`config.mk`:
```
export PLATFORM = sky130hd
export DESIGN_NAME = gray_wavefront_ctrl
export DESIGN_NICKNAME = d
export VERILOG_FILES = /design/src/rtl/gray_wavefront_ctrl_pkg.sv /design/src/rtl/dr_completion_detect.sv /design/src/rtl/gray_wavefront_ctrl.sv
export SDC_FILE = /design/constraint.sdc
export NUM_CORES = 1
export LEC_CHECK = 0
export CAP_MARGIN = 0
export CORE_MARGIN = 4
export CORE_UTILIZATION = 45
export CTS_BUF_LIST = sky130_fd_sc_hd__clkbuf_8
export DETAILED_ROUTE_END_ITERATION = 10
export PLACE_DENSITY = 0.72
export SETUP_SLACK_MARGIN = 0.3
export SKIP_LAST_GASP = 1
export SYNTH_ARGS = -nofsm -noshare
export SYNTH_HDL_FRONTEND = slang
export SYNTH_HIERARCHICAL = 1
export SYNTH_SLANG_ARGS = --single-unit
```
`constraint.sdc`:
```
create_clock -name clk -period 2.5 [get_ports clk]
set_input_delay 0.5 -clock clk [delete_from_list [all_inputs] [get_ports clk]]
set_output_delay 0.5 -clock clk [all_outputs]
set_load 0.005 [all_outputs]
```
`src/rtl/gray_wavefront_ctrl_pkg.sv`:
```
// gray_wavefront_ctrl_pkg: shared FSM state type, error codes and timeout default
package gray_wavefront_ctrl_pkg;
    typedef enum logic [2:0] {S_IDLE, S_NULL, S_DATA, S_DONE, S_ERR} state_t;
    localparam logic [1:0] E_NONE = 2'b00;
    localparam logic [1:0] E_NULL = 2'b01;
    localparam logic [1:0] E_DATA = 2'b10;
    localparam logic [1:0] E_ILL  = 2'b11;
    localparam int TIMEOUT_DEF = 15;
endpackage

```
`src/rtl/dr_completion_detect.sv`:
```
// dr_completion_detect: 4-pair dual-rail spacer/data/illegal detection
// t/f: true/false rails; all_null: every rail low; all_data: every pair one-hot; illegal: any pair with both rails high
module dr_completion_detect (
    input  logic [3:0] t,
    input  logic [3:0] f,
    output logic       all_null,
    output logic       all_data,
    output logic       illegal
);
    assign all_null = ~|(t | f);
    assign all_data = &(t ^ f);
    assign illegal  = |(t & f);
endmodule

```
`src/rtl/gray_wavefront_ctrl.sv`:
```
// gray_wavefront_ctrl: two-requester arbiter driving a dual-rail Gray encoder through spacer/data wavefronts
// req/data/ack per requester; enc_in_* drive the encoder, enc_out_* come back; result/result_valid carry the Gray word; err/err_code/err_clr report faults
module gray_wavefront_ctrl
    import gray_wavefront_ctrl_pkg::*;
#(
    parameter int TIMEOUT = TIMEOUT_DEF
) (
    input  logic       clk,
    input  logic       rst,
    input  logic       req0,
    input  logic       req1,
    input  logic [3:0] data0,
    input  logic [3:0] data1,
    output logic       ack0,
    output logic       ack1,
    output logic [3:0] result,
    output logic       result_valid,
    output logic [3:0] enc_in_t,
    output logic [3:0] enc_in_f,
    input  logic [3:0] enc_out_t,
    input  logic [3:0] enc_out_f,
    input  logic       err_clr,
    output logic       err,
    output logic [1:0] err_code
);
    state_t     state, nxt;
    logic [1:0] code_n;
    logic [7:0] cnt;
    logic [3:0] lat;
    logic       gnt, last, pick;
    logic       all_null, all_data, illegal;

    dr_completion_detect u_cd (
        .t        (enc_out_t),
        .f        (enc_out_f),
        .all_null (all_null),
        .all_data (all_data),
        .illegal  (illegal)
    );

    // ties go to whoever did not win last time
    assign pick = (req0 & req1) ? ~last : req1;

    always_comb begin
        nxt    = state;
        code_n = err_code;
        case (state)
            S_IDLE: nxt = (req0 | req1) ? S_NULL : S_IDLE;
            S_NULL: begin
                if (all_null) nxt = S_DATA;
                else if (cnt == 8'(TIMEOUT)) begin
                    nxt    = S_ERR;
                    code_n = E_NULL;
                end
            end
            S_DATA: begin
                if (all_data) nxt = S_DONE;
                else if (cnt == 8'(TIMEOUT)) begin
                    nxt    = S_ERR;
                    code_n = E_DATA;
                end
            end
            S_DONE: nxt = S_IDLE;
            S_ERR: begin
                if (err_clr) begin
                    nxt    = S_IDLE;
                    code_n = E_NONE;
                end
            end
            default: nxt = S_IDLE;
        endcase
        if (illegal && state != S_ERR) begin
            nxt    = S_ERR;
            code_n = E_ILL;
        end
    end

    always_ff @(posedge clk or posedge rst) begin
        if (rst) begin
            state    <= S_IDLE;
            err_code <= E_NONE;
            cnt      <= '0;
            lat      <= '0;
            gnt      <= 1'b0;
            last     <= 1'b1;
            result   <= '0;
            enc_in_t <= '0;
            enc_in_f <= '0;
        end else begin
            state    <= nxt;
            err_code <= code_n;
            // any state change clears the wait counter, so it restarts on entry to NULL and DATA
            cnt      <= (nxt != state) ? '0 : cnt + 8'(state == S_NULL || state == S_DATA);
            if (state == S_IDLE && nxt == S_NULL) begin
                gnt  <= pick;
                last <= pick;
                lat  <= pick ? data1 : data0;
            end
            // rails carry data only while in DATA, spacer otherwise
            enc_in_t <= (nxt == S_DATA) ? ((state == S_NULL) ? lat : enc_in_t) : '0;
            enc_in_f <= (nxt == S_DATA) ? ((state == S_NULL) ? ~lat : enc_in_f) : '0;
            if (state == S_DATA && nxt == S_DONE) result <= enc_out_t;
        end
    end

    assign ack0         = (state == S_DONE) & ~gnt;
    assign ack1         = (state == S_DONE) & gnt;
    assign result_valid = (state == S_DONE);
    assign err          = (state == S_ERR);
endmodule

```
# --- Word-level counts from Yosys, hierarchy flattened ---
# Cells that the tools add are included.
classes:
  muxes: 21
  n_eq_ne: 16
  bitwise_logic: 10
  add_sub_neg: 1
  n_reduce_logical: 10
ops:
  columns: ["cell", "n"]
  rows:
  - ["4-bit two-way mux", 5]
  - ["3-bit two-way mux", 5]
  - ["3-bit by 2-bit equality test with 1-bit output (second input constant)", 4]
  - ["2-bit two-way mux", 6]
  - ["3-bit != test (second input constant)", 4]
  - ["3-bit one-hot mux with 4 select lines", 1]
  - ["8-bit by 1-bit adder with 8-bit output", 1]
  - ["8-bit by 4-bit equality test with 1-bit output (second input constant)", 1]
  - ["8-bit two-way mux", 1]
  - ["4-bit OR reduction", 2]
  - ["3-bit by 1-bit equality test with 1-bit output (second input constant)", 2]
  - ["3-bit by 2-bit != test with 1-bit output (second input constant)", 2]
  - ["2-bit one-hot mux with 3 select lines", 1]
  - ["6-bit AND reduction", 1]
  - ["4-bit AND", 1]
  - ["4-bit inverter", 1]
  - ["4-bit bitwise OR", 1]
  - ["4-bit AND reduction", 1]
  - ["4-bit nonzero test", 1]
  - ["4-bit bitwise XOR", 1]
  - ["1-bit AND", 3]
  - ["3-bit equality test (second input constant)", 1]
  - ["1-bit logical AND", 3]
  - ["3-bit logical NOT", 1]
  - ["other kinds (6)", 8]
word_totals:
  word_cells: 67
  input_bits: 21
  reg_bits: 31

# --- Logic depth before layout (Yosys ltp) ---
logic_depth:
  word_depth: 7
  mapped_depth: 9

# --- Hierarchy ---
# Netlist, hierarchy kept.
modules_own_cells:
  columns: ["mod", "area_per_inst_um2", "cells_each", "seq_area_each_um2", "n_inst"]
  rows:
  - ["gray_wavefront_ctrl", 1630.3, 169, 777.0, 1]
  - ["dr_completion_detect", 155.1, 19, 0.0, 1]

# --- Worst setup path before layout ---
# Ideal clock, no wire load.
synth_path:
  path_type: "input-to-reg"
  from: "input port enc_out_t[1]"
  to: "register cnt[2]"
  setup_slack_ps: 259
  path_buffers: 1
  stages: 8
  required_time_ps: 2428
  arrival_time_ps: 2169
  cell_sequence: "ha_1 -> or4_1 -> clkbuf_1 -> nor3_1 -> o32ai_1 -> o21ai_0 -> o2111ai_4 -> nor2_2"
synth_via:
  word_cells_on_any_way: 13
  cone_classes: "eq/ne: 1; mux: 5; bitwise: 3; reduce/logical: 4"
synth_lines:
  columns: ["element", "line", "source"]
  rows:
  - ["start, declared", "gray_wavefront_ctrl.sv:20", "input logic [3:0] enc_out_t,"]
  - ["4-bit AND", "dr_completion_detect.sv:12", "assign illegal = |(t & f);"]
  - ["4-bit OR reduction", "dr_completion_detect.sv:12", null]
  - ["net illegal", "gray_wavefront_ctrl.sv:31", "logic all_null, all_data, illegal;"]
  - ["1-bit logical AND", "gray_wavefront_ctrl.sv:72", "if (illegal && state != S_ERR) begin"]
  - ["3-bit two-way mux", "gray_wavefront_ctrl.sv:72", null]
  - ["3-bit != test", "gray_wavefront_ctrl.sv:93", "cnt <= (nxt != state) ? '0 : cnt + 8'(state == S_NULL || state == S_DATA);"]
  - ["8-bit two-way mux", "gray_wavefront_ctrl.sv:93", null]
  - ["end signal, assigned", "gray_wavefront_ctrl.sv:93", null]
  - ["end, declared", "gray_wavefront_ctrl.sv:28", "logic [7:0] cnt;"]
# The timed path passes the listed nets, and every way through them passes these cells.
# A chain may end at the register's enable or synchronous reset.

# --- Worst setup path in the final report ---
layout_path:
  from: "register state[1]"
  to: "output port err"
layout_via:
  elab_chain_len: 1
layout_rtl:
  columns: ["element", "line", "source"]
  rows:
  - ["start, declared", "gray_wavefront_ctrl.sv:26", "state_t state, nxt;"]
  - ["start signal, assigned", "gray_wavefront_ctrl.sv:90", "state <= nxt;"]
  - ["3-bit equality test", "gray_wavefront_ctrl.sv:109", "assign err = (state == S_ERR);"]
  - ["end, declared", "gray_wavefront_ctrl.sv:23", "output logic err,"]
# No other way between the ends.

==> reports/metrics.csv <==
metric,value,unit
status,"complete, no violations",
# setup viols final,0,
Final Non-Filler Cells,290,
Reg area,777,µm²
CTS sink count,31,
ys async rst share,100,%
Fill cells,321,
Longest Clk Path Bufs,2,
Post-DP HPWL,2990,µm
peak supply drop,423,µV
final hold violations,0,
Synth area leader,dfrtp_1,
H-tree depth,2,
Max Cap Violations,0,
global route total overflow,0,
initial antenna violation count,0,
Setup CP Type,reg2out,
CP max FO,15,
antenna cells,0,
number of top-level pins,39,
"EDFF count, synth",0,
TritonCTS Buffers,5,
first-pass GRT wire length,7100,µm
core area,0.00374,mm²
crit path DAT,1.68,ns
"Hold-fix buffers, CTS",0,
number of global-route vias before repair,1556,
worst min path class,in2reg,
measured slew at the worst slew-check pin,0.437,ns
CP required,2.00,ns
total track usage,18.1,%
Yosys reg bits,31,
Vias per Instance,5.20,
mean post-synth cell area,9.50,µm²
Synth area leaders,"dfrtp_1 42%, ha_1 7.0%, mux2i_1 3.9%, nor2_2 3.5%, a21oi_1 3.4%",
share of cells above drive strength 1,23.6,%
DRT iter0 DRCs,144,
CTS root buffer,clkbuf_8,
YS warnings,6,
GPL Wtd Cong,0.921,
TritonCTS clock tree,done,
pwr dens,739,mW/mm²
"most common cell after layout, fill and taps aside",dfrtp_1,
Post-Synthesis Cells,188,
CP Capture Type,output port,
Initial Util,47.7,%
crit share post-route,87.1,%
Unique masters post-synth,43,
Die ar.,0.00504,mm²
pre-CTS setup slack,-0.310,ns
RSZ-0062 raised after global routing,true,
synthesized area,0.00179,mm²
post-layout min period,2.18,ns
area of the multi-input gates,976,µm²
FP Rows,22,
Final ANT Viol Nets,0,
insertion delay to the later sink of the worst-skew pair,0.29,ns
CP Launch Type,register,
Die Span X,71.0,µm
Clock transition at path regs,0.07,ns
DRC Markers,0,
# port buffers,38,
post-synth top area share,42.0,%
syn_nets,219,
final worst setup slack,0.322,ns
drt first pass iters,4,
fin. max-slew vios,0,
"commonest non-fill, non-tap cells in the layout","30 x dfrtp_1, 28 x clkdlybuf4s50_1, 15 x inv_1",
Most used DFF post-synth,dfrtp_1,
fmax,459,MHz
vias post-DR,1509,
P&R area growth vs syn,38.5,%
nets,272,
die height,71.0,µm
WL final,4160,µm
Routed WL per cell,14.3,µm
skew final,0.00316,ns
sequential share of the synthesized area,43.5,%
Leak,1.13,nW
largest net degree at the start of global routing,32,
Rel. slew slack,70.8,%
dpl cells,277,
[cell usage after synthesis (4+ instances only)]
cell type	count
dfrtp_1	30
inv_1	16
nand2_1	16
nor2_1	13
a21oi_1	12
ha_1	10
nor2_2	10
mux2i_1	7
nor2b_1	6
o21ai_0	6
nand3_1	5
nor3_1	5
clkbuf_1	4
mux2_2	4
o21ai_1	4
[per-stage QoR]
step                area [µm²]  total power, mW  hold WS [ns]  util [%]  setup TNS (ns)
global placement          2270             1.25         0.475      60.7           -4.38
CTS                       2450             1.83         0.491      65.5               0
floorplan                 1790             1.05         0.455         -               0
global route              2470             1.94         0.479      66.0               0
finish                    2470             1.83         0.478      66.0               0
detailed placement        2270             1.27         0.476      60.7           -6.10
[cells by family after synthesis]
logic type / synth area share, %
xor+xnor: 2.94
flops: 43.5
fa+ha+maj: 7.01
simple gates: 22.1
compound gates: 13.0
mux: 6.45
buf+inv: 4.98
[final timing paths]
path | to | cells past startpoint | from | slack, ns
worst min-delay path | result[1]$_DFFE_PP0P_ | 2 | enc_out_t[1] | 0.48
min in group asynchronous | gnt$_DFFE_PP0P_ | 3 | rst | 0.59
max in group asynchronous | last$_DFFE_PP1P_ | 3 | rst | 1.59
worst max register to register | cnt[4]$_DFF_PP0_ | 6 | state[2]$_DFF_PP0_ | 0.46
worst max-delay path | err | 5 | state[1]$_DFF_PP0_ | 0.32
worst min register to register | lat[0]$_DFFE_PP0P_ | 2 | lat[0]$_DFFE_PP0P_ | 0.49
[power breakdown]
group | internal (mW) | switching, mW
clock network | 0.322 | 0.198
registers | 0.584 | 0.0506
logic | 0.302 | 0.370
total | 1.21 | 0.619
[state kept, by name, indices dropped and copies added, names as in the netlist, 2 cells and up]
| register | flops |
|---|---|
| enc_in_t | 4 |
| err_code | 2 |
| lat | 4 |
| enc_in_f | 4 |
| state | 3 |
| cnt | 8 |
| result | 4 |
[final cells by class]
cell class / count / area share [%]
inverters: 16 / 2.43
repair buffers: 53 / 19.5
well taps: 48 / 2.43
flip-flops and latches: 31 / 31.4
clock buffers: 6 / 3.34
clock inverters: 2 / 1.42
multi-input cells: 134 / 39.5
[routing by layer]
metal,part of all wire (%),track usage [%],wire length [µm],up-vias
li1,-,-,-,742
met1,43,21.2,1780,727
met2,51,30.7,2100,32
met3,4.6,5.40,190,8
met4,2.0,7.93,84,0
met5,0,0,0,-
[worst max-delay path: stages, from the launching register on]
cell and delay (ns):
dfrtp_1 0.37, buf_4 0.19, nor2_4 0.15, nand2_2 0.10, inv_1 0.07, clkdlybuf4s50_1 0.49
[repair_timing]
action	in CTS	in global routing
gates resized for setup	25	10
pin swaps	10	6
buffers inserted	4	1
endpoints found under the setup margin	32	21
endpoints found under the hold margin	0	0
Power figures use the tool's default switching activity.
